===== src/rtl/uart_core_if.sv =====
// Handshake bundle between the CPU-side UART register block and uart_core.
// master = register block side, slave = uart_core.
interface uart_core_if #(
  parameter int DataBits = 8
);
  logic                tx_valid;
  logic                tx_ready;
  logic [DataBits-1:0] tx_data;
  logic                rx_valid;
  logic                rx_ready;
  logic [DataBits-1:0] rx_data;
  logic                rx_parity_err;
  logic                rx_frame_err;
  logic                rx_overrun;
  logic                overrun_clr;

  modport master (
    output tx_valid, tx_data, rx_ready, overrun_clr,
    input  tx_ready, rx_valid, rx_data, rx_parity_err, rx_frame_err, rx_overrun
  );
  modport slave (
    input  tx_valid, tx_data, rx_ready, overrun_clr,
    output tx_ready, rx_valid, rx_data, rx_parity_err, rx_frame_err, rx_overrun
  );
endinterface


===== src/rtl/uart_core.sv =====
// Full-duplex UART: run-time baud divisor, optional parity, 1/2 stop bits,
// parity/framing error detection and a sticky overrun flag on the RX side.
module uart_core #(
  parameter int DataBits     = 8,
  parameter int DivWidth     = 16,
  parameter int RxSyncStages = 2
) (
  input  logic                i_clk,
  input  logic                i_rst,
  input  logic [DivWidth-1:0] i_div,
  input  logic                i_parity_en,
  input  logic                i_parity_odd,
  input  logic                i_two_stop,
  output logic                o_tx,
  input  logic                i_rx,
  uart_core_if.slave          bus
);
  localparam int BitW = $clog2(DataBits);
  localparam logic [BitW-1:0] LastBit = BitW'(DataBits - 1);

  localparam logic [2:0] S_IDLE   = 3'd0;
  localparam logic [2:0] S_START  = 3'd1;
  localparam logic [2:0] S_DATA   = 3'd2;
  localparam logic [2:0] S_PARITY = 3'd3;
  localparam logic [2:0] S_STOP   = 3'd4;

  function automatic logic [DivWidth-1:0] sat_div(input logic [DivWidth-1:0] d);
    return (d < DivWidth'(3)) ? DivWidth'(3) : d;
  endfunction

  function automatic logic par_bit(input logic [DataBits-1:0] d, input logic odd);
    return (^d) ^ odd;
  endfunction

  // Start-bit centre offset: (div+1)/2 - 1, computed one bit wider to avoid wrap.
  function automatic logic [DivWidth-1:0] half_cnt(input logic [DivWidth-1:0] d);
    logic [DivWidth:0] h;
    h = ({1'b0, d} + (DivWidth+1)'(1)) >> 1;
    return DivWidth'(h - (DivWidth+1)'(1));
  endfunction

  // ---------------- transmitter ----------------
  logic [2:0]          tx_st_q, tx_st_d;
  logic [DivWidth-1:0] tx_cnt_q, tx_cnt_d, tx_div_q, tx_div_d;
  logic [BitW-1:0]     tx_bit_q, tx_bit_d;
  logic [DataBits-1:0] tx_sh_q, tx_sh_d;
  logic                tx_par_q, tx_par_d, tx_pen_q, tx_pen_d, tx_two_q, tx_two_d;
  logic                tx_line_q, tx_line_d;

  always_comb begin
    tx_st_d   = tx_st_q;
    tx_cnt_d  = tx_cnt_q - DivWidth'(1);
    tx_div_d  = tx_div_q;
    tx_bit_d  = tx_bit_q;
    tx_sh_d   = tx_sh_q;
    tx_par_d  = tx_par_q;
    tx_pen_d  = tx_pen_q;
    tx_two_d  = tx_two_q;
    tx_line_d = tx_line_q;
    case (tx_st_q)
      S_IDLE: begin
        tx_cnt_d  = tx_cnt_q;
        tx_line_d = 1'b1;
        if (bus.tx_valid) begin
          tx_div_d  = sat_div(i_div);
          tx_cnt_d  = sat_div(i_div);
          tx_sh_d   = bus.tx_data;
          tx_par_d  = par_bit(bus.tx_data, i_parity_odd);
          tx_pen_d  = i_parity_en;
          tx_two_d  = i_two_stop;
          tx_line_d = 1'b0;
          tx_st_d   = S_START;
        end
      end
      S_START: if (tx_cnt_q == '0) begin
        tx_cnt_d  = tx_div_q;
        tx_line_d = tx_sh_q[0];
        tx_sh_d   = tx_sh_q >> 1;
        tx_bit_d  = '0;
        tx_st_d   = S_DATA;
      end
      S_DATA: if (tx_cnt_q == '0) begin
        tx_cnt_d = tx_div_q;
        if (tx_bit_q == LastBit) begin
          tx_line_d = tx_pen_q ? tx_par_q : 1'b1;
          tx_st_d   = tx_pen_q ? S_PARITY : S_STOP;
        end else begin
          tx_line_d = tx_sh_q[0];
          tx_sh_d   = tx_sh_q >> 1;
          tx_bit_d  = tx_bit_q + BitW'(1);
        end
      end
      S_PARITY: if (tx_cnt_q == '0) begin
        tx_cnt_d  = tx_div_q;
        tx_line_d = 1'b1;
        tx_st_d   = S_STOP;
      end
      // tx_two_q doubles as "one more stop bit to send"
      S_STOP: if (tx_cnt_q == '0) begin
        if (tx_two_q) begin
          tx_two_d = 1'b0;
          tx_cnt_d = tx_div_q;
        end else begin
          tx_st_d = S_IDLE;
        end
      end
      default: tx_st_d = S_IDLE;
    endcase
  end

  always_ff @(posedge i_clk) begin
    if (i_rst) begin
      tx_st_q   <= S_IDLE;
      tx_line_q <= 1'b1;
    end else begin
      tx_st_q   <= tx_st_d;
      tx_line_q <= tx_line_d;
    end
    tx_cnt_q <= tx_cnt_d;
    tx_div_q <= tx_div_d;
    tx_bit_q <= tx_bit_d;
    tx_sh_q  <= tx_sh_d;
    tx_par_q <= tx_par_d;
    tx_pen_q <= tx_pen_d;
    tx_two_q <= tx_two_d;
  end

  assign o_tx         = tx_line_q;
  assign bus.tx_ready = (tx_st_q == S_IDLE);

  // ---------------- receiver ----------------
  logic [RxSyncStages-1:0] sync_q;
  logic                    prev_q, rx_s;
  logic [2:0]              rx_st_q, rx_st_d;
  logic [DivWidth-1:0]     rx_cnt_q, rx_cnt_d, rx_div_q, rx_div_d;
  logic [BitW-1:0]         rx_bit_q, rx_bit_d;
  logic [DataBits-1:0]     rx_sh_q, rx_sh_d, rx_data_q, rx_data_d;
  logic                    rx_pen_q, rx_pen_d, rx_odd_q, rx_odd_d, rx_perr_q, rx_perr_d;
  logic                    vld_q, vld_d, perr_q, perr_d, ferr_q, ferr_d, ovr_q, ovr_d;

  assign rx_s = sync_q[RxSyncStages-1];

  always_comb begin
    rx_st_d   = rx_st_q;
    rx_cnt_d  = rx_cnt_q - DivWidth'(1);
    rx_div_d  = rx_div_q;
    rx_bit_d  = rx_bit_q;
    rx_sh_d   = rx_sh_q;
    rx_pen_d  = rx_pen_q;
    rx_odd_d  = rx_odd_q;
    rx_perr_d = rx_perr_q;
    rx_data_d = rx_data_q;
    perr_d    = perr_q;
    ferr_d    = ferr_q;
    vld_d     = vld_q && !bus.rx_ready;
    ovr_d     = ovr_q && !bus.overrun_clr;
    case (rx_st_q)
      // prev_q must be high, so a line still low after a bad stop bit is ignored
      S_IDLE: begin
        rx_cnt_d = rx_cnt_q;
        if (prev_q && !rx_s) begin
          rx_div_d  = sat_div(i_div);
          rx_cnt_d  = half_cnt(sat_div(i_div));
          rx_pen_d  = i_parity_en;
          rx_odd_d  = i_parity_odd;
          rx_perr_d = 1'b0;
          rx_st_d   = S_START;
        end
      end
      S_START: if (rx_cnt_q == '0) begin
        rx_cnt_d = rx_div_q;
        rx_bit_d = '0;
        rx_st_d  = rx_s ? S_IDLE : S_DATA;
      end
      S_DATA: if (rx_cnt_q == '0) begin
        rx_cnt_d = rx_div_q;
        rx_sh_d  = {rx_s, rx_sh_q[DataBits-1:1]};
        rx_bit_d = rx_bit_q + BitW'(1);
        if (rx_bit_q == LastBit) rx_st_d = rx_pen_q ? S_PARITY : S_STOP;
      end
      S_PARITY: if (rx_cnt_q == '0) begin
        rx_cnt_d  = rx_div_q;
        rx_perr_d = (rx_s != par_bit(rx_sh_q, rx_odd_q));
        rx_st_d   = S_STOP;
      end
      S_STOP: if (rx_cnt_q == '0) begin
        rx_st_d   = S_IDLE;
        rx_data_d = rx_sh_q;
        perr_d    = rx_perr_q;
        ferr_d    = !rx_s;
        vld_d     = 1'b1;
        if (vld_q && !bus.rx_ready) ovr_d = 1'b1;
      end
      default: rx_st_d = S_IDLE;
    endcase
  end

  always_ff @(posedge i_clk) begin
    if (i_rst) begin
      sync_q    <= '1;
      prev_q    <= 1'b1;
      rx_st_q   <= S_IDLE;
      rx_data_q <= '0;
      vld_q     <= 1'b0;
      perr_q    <= 1'b0;
      ferr_q    <= 1'b0;
      ovr_q     <= 1'b0;
    end else begin
      sync_q    <= {sync_q[RxSyncStages-2:0], i_rx};
      prev_q    <= rx_s;
      rx_st_q   <= rx_st_d;
      rx_data_q <= rx_data_d;
      vld_q     <= vld_d;
      perr_q    <= perr_d;
      ferr_q    <= ferr_d;
      ovr_q     <= ovr_d;
    end
    rx_cnt_q  <= rx_cnt_d;
    rx_div_q  <= rx_div_d;
    rx_bit_q  <= rx_bit_d;
    rx_sh_q   <= rx_sh_d;
    rx_pen_q  <= rx_pen_d;
    rx_odd_q  <= rx_odd_d;
    rx_perr_q <= rx_perr_d;
  end

  assign bus.rx_valid      = vld_q;
  assign bus.rx_data       = rx_data_q;
  assign bus.rx_parity_err = perr_q;
  assign bus.rx_frame_err  = ferr_q;
  assign bus.rx_overrun    = ovr_q;
endmodule

===== src/flat_wrapper.sv =====
// flat-port wrapper written by rule: the top's interface ports become plain ports
module uart_core_flat 
#(
  parameter int DataBits     = 8,
  parameter int DivWidth     = 16,
  parameter int RxSyncStages = 2
)
  (i_clk, i_rst, i_div, i_parity_en, i_parity_odd, i_two_stop, o_tx, i_rx, bus_tx_valid, bus_tx_data, bus_rx_ready, bus_overrun_clr, bus_tx_ready, bus_rx_valid, bus_rx_data, bus_rx_parity_err, bus_rx_frame_err, bus_rx_overrun);
  uart_core_if #(.DataBits(DataBits)) bus_i ();
  input  logic i_clk;
  input  logic i_rst;
  input  logic [DivWidth-1:0] i_div;
  input  logic i_parity_en;
  input  logic i_parity_odd;
  input  logic i_two_stop;
  output logic o_tx;
  input  logic i_rx;
  input wire logic [$bits(bus_i.tx_valid)-1:0] bus_tx_valid;
  input wire logic [$bits(bus_i.tx_data)-1:0] bus_tx_data;
  input wire logic [$bits(bus_i.rx_ready)-1:0] bus_rx_ready;
  input wire logic [$bits(bus_i.overrun_clr)-1:0] bus_overrun_clr;
  output wire logic [$bits(bus_i.tx_ready)-1:0] bus_tx_ready;
  output wire logic [$bits(bus_i.rx_valid)-1:0] bus_rx_valid;
  output wire logic [$bits(bus_i.rx_data)-1:0] bus_rx_data;
  output wire logic [$bits(bus_i.rx_parity_err)-1:0] bus_rx_parity_err;
  output wire logic [$bits(bus_i.rx_frame_err)-1:0] bus_rx_frame_err;
  output wire logic [$bits(bus_i.rx_overrun)-1:0] bus_rx_overrun;
  assign bus_i.tx_valid = bus_tx_valid;
  assign bus_i.tx_data = bus_tx_data;
  assign bus_i.rx_ready = bus_rx_ready;
  assign bus_i.overrun_clr = bus_overrun_clr;
  assign bus_tx_ready = bus_i.tx_ready;
  assign bus_rx_valid = bus_i.rx_valid;
  assign bus_rx_data = bus_i.rx_data;
  assign bus_rx_parity_err = bus_i.rx_parity_err;
  assign bus_rx_frame_err = bus_i.rx_frame_err;
  assign bus_rx_overrun = bus_i.rx_overrun;
  uart_core #(.DataBits(DataBits), .DivWidth(DivWidth), .RxSyncStages(RxSyncStages)) u_core (.i_clk(i_clk), .i_rst(i_rst), .i_div(i_div), .i_parity_en(i_parity_en), .i_parity_odd(i_parity_odd), .i_two_stop(i_two_stop), .o_tx(o_tx), .i_rx(i_rx), .bus(bus_i));
endmodule

===== config.mk =====
export PLATFORM = sky130hd
export DESIGN_NAME = uart_core_flat
export DESIGN_NICKNAME = d
export VERILOG_FILES = /design/src/rtl/uart_core_if.sv /design/src/rtl/uart_core.sv /design/src/flat_wrapper.sv
export SDC_FILE = /design/constraint.sdc
export NUM_CORES = 1
export LEC_CHECK = 0
export ABC_CLOCK_PERIOD_IN_PS = 10320
export CORE_MARGIN = 2
export CORE_UTILIZATION = 34
export DETAILED_ROUTE_END_ITERATION = 16
export PLACE_DENSITY = 0.51
export SLEW_MARGIN = 20
export SYNTH_ARGS = -nofsm -noshare
export SYNTH_HDL_FRONTEND = slang
export SYNTH_SLANG_ARGS = --single-unit

===== constraint.sdc =====
create_clock -name i_clk -period 10.32 [get_ports i_clk]
set_input_delay 2.064 -clock i_clk [delete_from_list [all_inputs] [get_ports i_clk]]
set_output_delay 2.064 -clock i_clk [all_outputs]
set_load 0.05 [all_outputs]

==> out/qor.csv <==
stage,metric,value,unit
outcome,status,completed,
final_layout,layout cell share with drive strength beyond 1,10.7,%
sta,Slew @ Worst Pin,0.985,ns
die,die width,140,µm
route,"antenna viol nets, final",0,
final_layout,fill count,1768,
route,WL/cell,17.1,µm
die,Die Y,140,µm
final_layout,# diodes,0,
sta,RSZ-0062 raised after global routing,false,
worst_hold_path,min-delay worst type,reg -> reg,
die,Die Area,19600,µm²
sta,Setup TNS,0,ns
worst_setup_path,CP max FO,13,
clock_tree,Root Buffer,clkbuf_16,
worst_setup_path,crit path DAT,5.95,ns
power_and_ir_drop,Cell Int Power,0.000969,W
clock_tree,CTS tree,yes,
die,initial core utilization,34.8,%
die,Top Ports,47,
yosys,Post-Syn Area,6280,µm²
worst_hold_path,worst hold path startpoint,u_core.sync_q[0]$_SDFF_PP1_,
clock_tree,Clock transition at path regs,0.05,ns
worst_setup_path,Critical R2R Launch,u_core.rx_cnt_q[4]$_DFFE_PP_,
worst_setup_path,"Data required, critical path",10.48,ns
route,WL final,14400,µm
clock_tree,Clock Sinks,114,
power_and_ir_drop,pwr dens,177,nW/µm²
placement,GP Congestion,0.862,
yosys,"Seq/Total Area, Yosys",51.0,%
yosys,Seq cells post-synth,114,
global_route,initial antenna violation count,0,
yosys,"FFs w/ async S/R, synth",0,%
clock_tree,Clock H-tree levels,4,
route,vias per cell,5.30,
sta,Slew headroom,33.8,%
power_and_ir_drop,switching share of total power,26.3,%
clock_tree,Num CTS Buffers,17,
final_layout,# nets final,645,
route,1st-pass router iterations,5,
yosys,Post-Synthesis Cells,582,
worst_setup_path,element type at the critical path start,primary input,
global_route,aggregate global routing overflow,0,
placement,"number of placed instances, taps included",812,
clock_tree,post-CTS setup buffer count,0,
sta,# setup viols final,0,
worst_setup_path,CP Class,in -> reg,
yosys,Post-Syn Nets,625,
placement,DP Worst Slack,4.20,ns
worst_setup_path,Critical Path Start,i_div[3],
sta,Final Skew,0.0168,ns
final_layout,most frequent cells in the layout,"edfxtp_1 (92), nor2_1 (56), xnor2_1 (52)",
yosys,Post-synth top flop,edfxtp_1,
route,DR DRC count,0,
power_and_ir_drop,power share of the clock group,44.6,%
final_layout,Syn-to-layout area delta,18.2,%
final_layout,"commonest non-fill, non-tap cell in the layout",edfxtp_1,
sta,number of hold violations in the final report,0,
yosys,Post-synth EDFFs,92,
route,Initial DRC Count,474,
clock_tree,CTS max path bufs,2,
final_layout,Non-Filler Instances,844,
route,DR vias,4477,
final_layout,Multi-input gate area,2810,µm²
sta,period utilization,56.1,%
sta,Period minus WS final,5.79,ns
clock_tree,hold_buf cts,0,
power_and_ir_drop,Psw,0.000345,W
sta,Achievable Freq,173,MHz
clock_tree,post-cts resize count,0,
power_and_ir_drop,sequential power share,43.0,%
run,max-cap violation count,0,
power_and_ir_drop,Worst VDD drop,0.123,mV
power_and_ir_drop,Leak,2.43,nW
sta,"Worst Setup Slack, final",4.53,ns
yosys,distinct cell type count after synthesis,68,
placement,DPL Wire Length,10200,µm
power_and_ir_drop,Comb power frac,12.4,%
placement,port bufs,46,
global_route,pin count of the biggest net entering global routing,24,
global_route,GRT Overall Usage,15.4,%
global_route,global-route wire length before repair,23800,µm
worst_setup_path,Setup crit end kind,flop,
yosys,Mean Syn Cell Area,10.8,µm²
clock_tree,worst skew pair latency,0.42,ns
die,Std-Cell Rows,49,
sta,Final Slew Violations,0,
yosys,"Warnings, synthesis",0,
final_layout,storage element area,3200,µm²
die,placeable core area,18000,µm²
global_route,vias in the first global route,4473,
## metal layers
metal	GRT usage (%)	wire (µm)
met3	3.44	450
met1	20.6	6930
met5	0	0
met2	24.3	6870
met4	5.89	191
## through the flow
stage	hold WS, ns	power, W	instance area, µm²	utilization, %
after global routing	0.434	0.00137	7420	41.2
after detailed placement	0.398	0.000738	6820	37.8
after global placement	0.401	0.000735	6820	37.8
final	0.411	0.00131	7420	41.2
after CTS	0.414	0.00133	7420	41.2
after floorplan	0.389	0.000686	6280	-
## worst max-delay path, cell delays in order
cell,delay (ns)
clkdlybuf4s50_1,0.67
nor4_1,0.34
nand3_1,0.12
nor2_1,0.19
or2_2,0.17
ha_1,0.40
xnor2_1,0.17
ha_1,0.22
nand2_1,0.06
nor3_1,0.25
a2bb2oi_1,0.53
and2_1,0.23
nand2_1,0.07
xor2_1,0.16
a221o_1,0.30
## area by class of cell
class	count	area share, %
clock inverters	13	1.65
clock buffers	19	6.41
repair buffers	49	6.51
multi-input cells	409	37.8
well taps	229	3.86
inverters	11	0.556
flip-flops and latches	114	43.2
## sequential cells by signal, indices dropped and copies added, names as in the netlist, 8 cells and up
signal / count
u_core.rx_sh_q: 8
u_core.rx_div_q: 16
u_core.tx_sh_q: 8
u_core.tx_div_q: 16
u_core.bus.rx_data: 8
u_core.tx_cnt_q: 16
u_core.rx_cnt_q: 16
## kinds of logic after synthesis
family                   after synthesis  share of synthesized area [%]
buffers and inverters                 59                           4.23
flip-flops                           114                           51.0
XOR/XNOR                              71                           9.91
multiplexers                          21                           3.53
AND/OR/NAND/NOR                      194                           16.8
adder cells (fa/ha/maj)               10                           1.99
AO/OA/AOI/OAI                        113                           12.5
## synth_stat cells, types with 3 or more instances
master      n  area share [%]
buf_2       7            0.56
nand4_1    11             1.1
and2_1      3            0.30
nor3_1     21             1.7
ha_1       10             2.0
and3_1      7            0.70
o22ai_1    12             1.2
xor2_1     19             2.7
a22oi_1    21             2.5
o221ai_1    3            0.42
nor2_1     56             3.3
o21ai_0    20             1.6
nor4_1      7            0.70
edfxtp_1   92              44
a21boi_0    3            0.36
mux2i_1    12             1.9
clkbuf_1   34             2.0
nor2b_1     3            0.30
nand3b_1    3            0.36
xnor2_1    52             7.3
buf_6       3            0.54
dfxtp_1    22             7.0
a21oi_1    21             1.7
nor3b_1     3            0.36
inv_1      11            0.66
or4_1       3            0.36
a2bb2oi_1   3            0.42
mux2_2      9             1.6
nand2b_1    5            0.50
or2_2       8            0.80
nand2_1    28             1.7
a221o_1     4            0.64
nand3_1    19             1.5
## worst paths after layout
| check | slack (ns) | end | cells after the start |
|---|---|---|---|
| setup / recovery | 4.53 | u_core.rx_cnt_q[12]$_DFFE_PP_ | 15 |
| hold / removal | 0.41 | u_core.sync_q[1]$_SDFF_PP1_ | 1 |
| setup reg to reg | 7.32 | u_core.rx_cnt_q[12]$_DFFE_PP_ | 6 |
| hold reg to reg | 0.41 | u_core.sync_q[1]$_SDFF_PP1_ | 1 |
## power by group through the flow
stage	registers, W	logic [W]	clock network, W
global route	0.000569	0.000181	0.000619
detailed placement	0.000574	0.000164	0
global placement	0.000573	0.000162	0
finish	0.000565	0.000163	0.000586
CTS	0.000565	0.000165	0.000598
floorplan	0.000567	0.000119	0
No activity file was read; power rests on OpenSTA's default activity.
